[src/rtl/lvds_pkg.sv]
// ----------------------------------------------------------------------------
// lvds_pkg
// Shared definitions for the LVDS sync decoder: FSM state encoding, the
// position of the XY flag bits (as offsets below the word MSB, so they scale
// with DATA_WIDTH), the 8-bit XY reference codes and the pixel counter width.
// ----------------------------------------------------------------------------
package lvds_pkg;

    typedef enum logic [2:0] {
        ST_SEARCH,
        ST_PRE1,
        ST_PRE2,
        ST_PRE3,
        ST_ACTIVE,
        ST_BLANK,
        ST_EXPECT_EAV
    } lvds_state_e;

    // XY layout: MSB must be 1, V one bit below it, H two bits below it.
    localparam int unsigned XY_V_OFS = 1;
    localparam int unsigned XY_H_OFS = 2;

    // Reference XY codes for 8-bit words.
    localparam logic [7:0] XY8_SAV_ACTIVE = 8'h80;
    localparam logic [7:0] XY8_EAV_ACTIVE = 8'hA0;
    localparam logic [7:0] XY8_SAV_BLANK  = 8'hC0;
    localparam logic [7:0] XY8_EAV_BLANK  = 8'hE0;

    localparam int unsigned PIX_CNT_W = 16;

endpackage

[src/rtl/lvds_sync_match.sv]
// ----------------------------------------------------------------------------
// lvds_sync_match
// Combinational classifier for one lane-0 word.
//   word_i     : lane-0 deserialized word
//   is_ones_o  : word is all ones (preamble start)
//   is_zero_o  : word is all zeros (preamble body)
//   xy_valid_o : MSB set, word usable as an XY code
//   v_o        : XY vertical-blank flag
//   h_o        : XY H flag (0 = SAV, 1 = EAV)
// ----------------------------------------------------------------------------
module lvds_sync_match
    import lvds_pkg::*;
#(
    parameter int unsigned DATA_WIDTH = 8
) (
    input  logic [DATA_WIDTH-1:0] word_i,
    output logic                  is_ones_o,
    output logic                  is_zero_o,
    output logic                  xy_valid_o,
    output logic                  v_o,
    output logic                  h_o
);

    assign is_ones_o  = &word_i;
    assign is_zero_o  = ~|word_i;
    assign xy_valid_o = word_i[DATA_WIDTH-1];
    assign v_o        = word_i[DATA_WIDTH-1-XY_V_OFS];
    assign h_o        = word_i[DATA_WIDTH-1-XY_H_OFS];

endmodule

[src/rtl/lvds_sync_decoder.sv]
// ----------------------------------------------------------------------------
// lvds_sync_decoder
// Tracks SAV/EAV sync codes on lane 0 of a deserialized LVDS stream and
// forwards the active pixel words of every lane as a stream.
//   clk        : rx word clock, only clock
//   reset      : asynchronous, active-low reset
//   align_done : lanes aligned; low forces the decoder back to search
//   rx_data    : one word per lane per clock, lane 0 in the LSBs
//   tdata      : active pixel words (held while tvalid is low)
//   tvalid     : tdata valid, no backpressure
//   tuser      : first pixel of a frame
//   tlast      : last pixel of a line
//   locked     : decoder is tracking line structure
//   sync_err   : one-cycle pulse on a broken EAV after an active line
// ----------------------------------------------------------------------------
module lvds_sync_decoder
    import lvds_pkg::*;
#(
    parameter int unsigned DATA_WIDTH = 8,
    parameter int unsigned CHANNEL_RX = 1,
    parameter int unsigned H_ACTIVE   = 1920
) (
    input  logic                             clk,
    input  logic                             reset,
    input  logic                             align_done,
    input  logic [DATA_WIDTH*CHANNEL_RX-1:0] rx_data,
    output logic [DATA_WIDTH*CHANNEL_RX-1:0] tdata,
    output logic                             tvalid,
    output logic                             tuser,
    output logic                             tlast,
    output logic                             locked,
    output logic                             sync_err
);

    localparam logic [PIX_CNT_W-1:0] LAST_IDX = PIX_CNT_W'(H_ACTIVE - 1);

    logic is_ones, is_zero, xy_valid, xy_v, xy_h;

    lvds_sync_match #(
        .DATA_WIDTH (DATA_WIDTH)
    ) u_match (
        .word_i     (rx_data[DATA_WIDTH-1:0]),
        .is_ones_o  (is_ones),
        .is_zero_o  (is_zero),
        .xy_valid_o (xy_valid),
        .v_o        (xy_v),
        .h_o        (xy_h)
    );

    lvds_state_e                      state_q, state_d;
    logic [PIX_CNT_W-1:0]             cnt_q, cnt_d;
    logic [1:0]                       eav_idx_q, eav_idx_d;
    logic                             frame_q, frame_d;
    logic [DATA_WIDTH*CHANNEL_RX-1:0] tdata_q, tdata_d;
    logic                             tvalid_q, tvalid_d;
    logic                             tuser_q, tuser_d;
    logic                             tlast_q, tlast_d;
    logic                             locked_q, locked_d;
    logic                             sync_err_q, sync_err_d;
    logic                             eav_ok;

    // Word expected at the current position of the trailing EAV.
    always_comb begin
        case (eav_idx_q)
            2'd0:       eav_ok = is_ones;
            2'd1, 2'd2: eav_ok = is_zero;
            default:    eav_ok = xy_valid && xy_h;
        endcase
    end

    always_comb begin
        state_d    = state_q;
        cnt_d      = cnt_q;
        eav_idx_d  = eav_idx_q;
        frame_d    = frame_q;
        tdata_d    = tdata_q;
        tvalid_d   = 1'b0;
        tuser_d    = 1'b0;
        tlast_d    = 1'b0;
        locked_d   = locked_q;
        sync_err_d = 1'b0;

        if (!align_done) begin
            state_d   = ST_SEARCH;
            locked_d  = 1'b0;
            eav_idx_d = '0;
        end else begin
            case (state_q)
                ST_SEARCH, ST_BLANK: begin
                    if (is_ones) state_d = ST_PRE1;
                end
                ST_PRE1, ST_PRE2: begin
                    if (is_zero)      state_d = (state_q == ST_PRE1) ? ST_PRE2 : ST_PRE3;
                    else if (is_ones) state_d = ST_PRE1;
                    else              state_d = ST_SEARCH;
                end
                ST_PRE3: begin
                    state_d = ST_SEARCH;
                    if (xy_valid) begin
                        // Any V=1 code arms tuser for the next active line.
                        if (xy_v) frame_d = 1'b1;
                        if (!xy_h) begin
                            cnt_d   = '0;
                            state_d = xy_v ? ST_BLANK : ST_ACTIVE;
                        end
                    end
                end
                ST_ACTIVE: begin
                    tvalid_d = 1'b1;
                    tdata_d  = rx_data;
                    tuser_d  = frame_q && (cnt_q == '0);
                    tlast_d  = (cnt_q == LAST_IDX);
                    if (cnt_q == '0) frame_d = 1'b0;
                    if (cnt_q == LAST_IDX) begin
                        state_d   = ST_EXPECT_EAV;
                        eav_idx_d = '0;
                    end else begin
                        cnt_d = cnt_q + 1'b1;
                    end
                end
                ST_EXPECT_EAV: begin
                    if (!eav_ok) begin
                        sync_err_d = 1'b1;
                        locked_d   = 1'b0;
                        state_d    = ST_SEARCH;
                    end else if (eav_idx_q == 2'd3) begin
                        locked_d = 1'b1;
                        if (xy_v) frame_d = 1'b1;
                        state_d = ST_SEARCH;
                    end else begin
                        eav_idx_d = eav_idx_q + 2'd1;
                    end
                end
                default: state_d = ST_SEARCH;
            endcase
        end
    end

    always_ff @(posedge clk or negedge reset) begin
        if (!reset) begin
            state_q    <= ST_SEARCH;
            cnt_q      <= '0;
            eav_idx_q  <= '0;
            frame_q    <= 1'b1;
            tdata_q    <= '0;
            tvalid_q   <= 1'b0;
            tuser_q    <= 1'b0;
            tlast_q    <= 1'b0;
            locked_q   <= 1'b0;
            sync_err_q <= 1'b0;
        end else begin
            state_q    <= state_d;
            cnt_q      <= cnt_d;
            eav_idx_q  <= eav_idx_d;
            frame_q    <= frame_d;
            tdata_q    <= tdata_d;
            tvalid_q   <= tvalid_d;
            tuser_q    <= tuser_d;
            tlast_q    <= tlast_d;
            locked_q   <= locked_d;
            sync_err_q <= sync_err_d;
        end
    end

    assign tdata    = tdata_q;
    assign tvalid   = tvalid_q;
    assign tuser    = tuser_q;
    assign tlast    = tlast_q;
    assign locked   = locked_q;
    assign sync_err = sync_err_q;

endmodule

[config.mk]
export PLATFORM = sky130hd
export DESIGN_NAME = lvds_sync_decoder
export DESIGN_NICKNAME = d
export VERILOG_FILES = /design/src/rtl/lvds_pkg.sv /design/src/rtl/lvds_sync_match.sv /design/src/rtl/lvds_sync_decoder.sv
export SDC_FILE = /design/constraint.sdc
export NUM_CORES = 1
export LEC_CHECK = 0
export BUFFER_PORTS_ARGS = -buffer_cell sky130_fd_sc_hd__clkbuf_2
export CAP_MARGIN = 30
export CORE_ASPECT_RATIO = 0.8
export CORE_MARGIN = 3
export CORE_UTILIZATION = 51
export CTS_BUF_LIST = sky130_fd_sc_hd__clkbuf_16
export DETAILED_ROUTE_END_ITERATION = 16
export GPL_TIMING_DRIVEN = 0
export PLACE_DENSITY = 0.86
export REMOVE_ABC_BUFFERS = 1
export SYNTH_ARGS = -nofsm -noshare
export SYNTH_HDL_FRONTEND = slang
export SYNTH_SLANG_ARGS = --single-unit
[constraint.sdc]
create_clock -name clk -period 1.91 [get_ports clk]
set_input_delay 0.573 -clock clk [delete_from_list [all_inputs] [get_ports clk]]
set_output_delay 0.573 -clock clk [all_outputs]
set_load 0.1 [all_outputs]
==> impl_metrics.ini <==
[layout]
fillers = 231
seqCellArea_um2 = 880
multi_input_area_um2 = 1010
area_delta_synth_final_pct = 31.6
fin_area_um2 = 2480
final_nets = 275
fin_cells = 303
n_antenna_cell = 0
layout-drive-gt1-share_pct = 30.7

[logic_synthesis]
avgSynthCellArea_um2 = 8.92
synth.most_common_cell = nand2_1
synth_edf_count = 0
synth-main-ff-cell = dfrtp_1
synth_area_um2 = 1880
yosys_warnings = 0
synth_seq_cells = 35
synth.top_cell.area_share_pct = 45.2
yosys-top-cells-area = dfrtp_1 (45%), nand2_1 (9.4%), a21oi_1 (3.7%), o21ai_0 (3.2%), o31ai_1 (2.8%)
yosysTopAreaCell = dfrtp_1
syn_inst = 211
seq_area_frac_synth_pct = 46.6
ys_top_cells_by_count = nand2_1 (47), dfrtp_1 (34), a21oi_1 (14)
ys_types = 45
synthArstFlopShare_pct = 100

[place]
routabilityCongestion = 0.860
placed_cell_area_um2 = 2030
dp.cells = 271
port_buffers = 23
dp_hpwl_um = 2950

[drt]
via_per_inst = 5.98
drt_iter0_markers = 212
drc = 0
wl_um = 4950
wl_per_cell_um = 16.3
firstDrtPassIters = 4
postRouteAntennaNets = 0
vias = 1812

[worst_setup_path]
r2r_start = state_q[2]
reg2reg_depth = 5
critical_path_arrival_ns = 2.15
start_kind = register
worstPathCellList = and4b_4 -> a21o_4 -> or4b_4 -> or3_1 -> a21oi_2
crit_path_max_incr_delay_ns = 0.50
r2r_end = cnt_q[15]
crit_family = simple AND/OR/NAND/NOR gates
slowest_stage = or4b_4
end_kind = register
rrSetupSlack_ns = -0.03
worst-path-buf-inv = 0
worst-path-max-fanout = 7
required_ns = 2.12
path_class = reg2reg

[sta]
worstMarginPinSlew_ns = 0.865
fin_crit_ns = 1.94
slew_viol_final = 0
max_clock_freq_ghz = 0.515
rsz0062_at_grt = yes
skew_ns = 0.00453
relSlewSlack_pct = 42.4
fin_ws_ns = -0.0305
period_share_pct = 102
finalSetupTns_ns = -0.0650
setup_violations = 3
finalHoldViolations = 0

[cts]
clk_pin_slew_ns = 0.06
cts-hold-fix-buffers = 0
clockBufferDepth = 2
clock_latency_ns = 0.28
cts_made_buffers = 5
cts-root-buf = clkbuf_16
htreeDepth = 2
cts_tree = done
clkSinkCount = 35

[floorplan]
num_rows = 19
die_w_um = 73.9
core_um2 = 3490
ios = 24
fp.dieH_um = 60.3
initial_core_util_pct = 53.8
dieArea_um2 = 4460

[hold_path]
min_path_type = in2async

[power_and_ir_drop]
intPower_w = 0.00141
swShare_pct = 23.9
power_density_nw_per_um2 = 748
total_power_w = 0.00185
p_sw_w = 0.000443
ir_drop_mv = 0.494
power_frac_seq_pct = 41.4
p_clk_share_pct = 49.6
p_leak_nw = 1.18
p_comb_share_pct = 9.1

[global_route]
grt_max_degree = 36
grt_antenna_before_repair = 0
grt_overflow_total = 0
grt_pass1_vias = 1674
grt_usage_pct = 23.8
grt_pass1_wl_um = 8000

[run_status]
status = finished with violations
violations = setup timing

[run]
drv_cap = 0
logic make-up after synthesis:
kind of cell | Yosys count | share of synthesized area (%)
buffers and inverters | 17 | 3.66
flip-flops | 35 | 46.6
AO/OA/AOI/OAI | 46 | 15.5
adder cells (fa/ha/maj) | 4 | 2.66
XOR/XNOR | 3 | 1.40
AND/OR/NAND/NOR | 106 | 30.2
per-stage QoR:
step           hold WS, ns  util, %  worst slack [ns]
3_3_place_gp         0.459     57.9            -0.671
3_5_place_dp         0.464     58.1            -0.738
2_1_floorplan        0.277        -            -0.301
6_report             0.397     70.9           -0.0305
4_1_cts              0.422     69.0           0.00548
5_1_grt              0.470     70.9           -0.0572
layout make-up:
type	count	share of cell area (%)
Clock buffer	5	5.05
Clock inverter	3	1.77
Inverter	11	1.97
Multi-Input combinational cell	159	41.0
Sequential cell	35	35.5
Tap cell	42	2.12
Timing Repair Buffer	48	12.6
registers in the layout, indices dropped and copies added (netlist names):
| signal | count |
|---|---|
| cnt_q | 16 |
| eav_idx_q | 2 |
| frame_q | 1 |
| locked | 1 |
| state_q | 3 |
| sync_err | 1 |
| tdata | 8 |
| tlast | 1 |
| tuser | 1 |
| tvalid | 1 |
layer usage:
layer	part of all wire (%)	vias to the layer above	GRT usage (%)
li1	-	862	-
met1	44	878	32.5
met2	47	61	37.5
met3	6.5	11	5.30
met4	1.7	0	8.53
met5	0	-	0
worst max path at each step:
stage,from,to,cells after the start
2_1_floorplan,state_q[1],cnt_q[15],7
3_3_place_gp,align_done,cnt_q[15],8
3_5_place_dp,align_done,cnt_q[15],8
4_1_cts,state_q[1],cnt_q[15],7
5_1_grt,state_q[1],cnt_q[13],7
6_report,state_q[2],cnt_q[15],5
cells in the final DEF (no fill, tap or decap), drive strengths merged, types with 2 or more instances in the layout:
| cell | synthesis | layout |
|---|---|---|
| buf | 2 | 24 |
| and4 | 2 | 2 |
| nor2 | 5 | 5 |
| and2 | 3 | 3 |
| nor3 | 4 | 4 |
| nand4 | 3 | 3 |
| nand3 | 9 | 9 |
| nand2 | 47 | 47 |
| clkbuf | 4 | 28 |
| clkinv | 0 | 2 |
| or4 | 6 | 6 |
| nand2b | 3 | 3 |
| nor4 | 5 | 5 |
| o211ai | 4 | 4 |
| xnor2 | 2 | 2 |
| and3 | 6 | 6 |
| o31ai | 7 | 7 |
| dfrtp | 34 | 34 |
| ha | 4 | 4 |
| nor2b | 3 | 3 |
| a21oi | 14 | 14 |
| o21ai | 13 | 13 |
| inv | 11 | 11 |
| or3 | 4 | 4 |
worst reg2reg max path: stages (launching register included):
cell     delay, ns
dfrtp_1       0.41
and4b_4       0.36
a21o_4        0.12
or4b_4        0.50
or3_1         0.34
a21oi_2       0.14
what timing repair did:
action,4_1_cts,5_1_grt
pin swaps,5,6
setup endpoints to repair,18,15
buffers inserted,20,4
resized for setup,16,8
power by group through the flow:
stage	clock (W)	sequential, W	combinational [W]
finish	0.000918	0.000767	0.000168
global route	0.000962	0.000768	0.000181
CTS	0.000928	0.000766	0.000166
detailed placement	0	0.000783	0.000150
global placement	0	0.000782	0.000147
floorplan	0	0.000853	0.0000276
(Power assumes the default switching activity.)
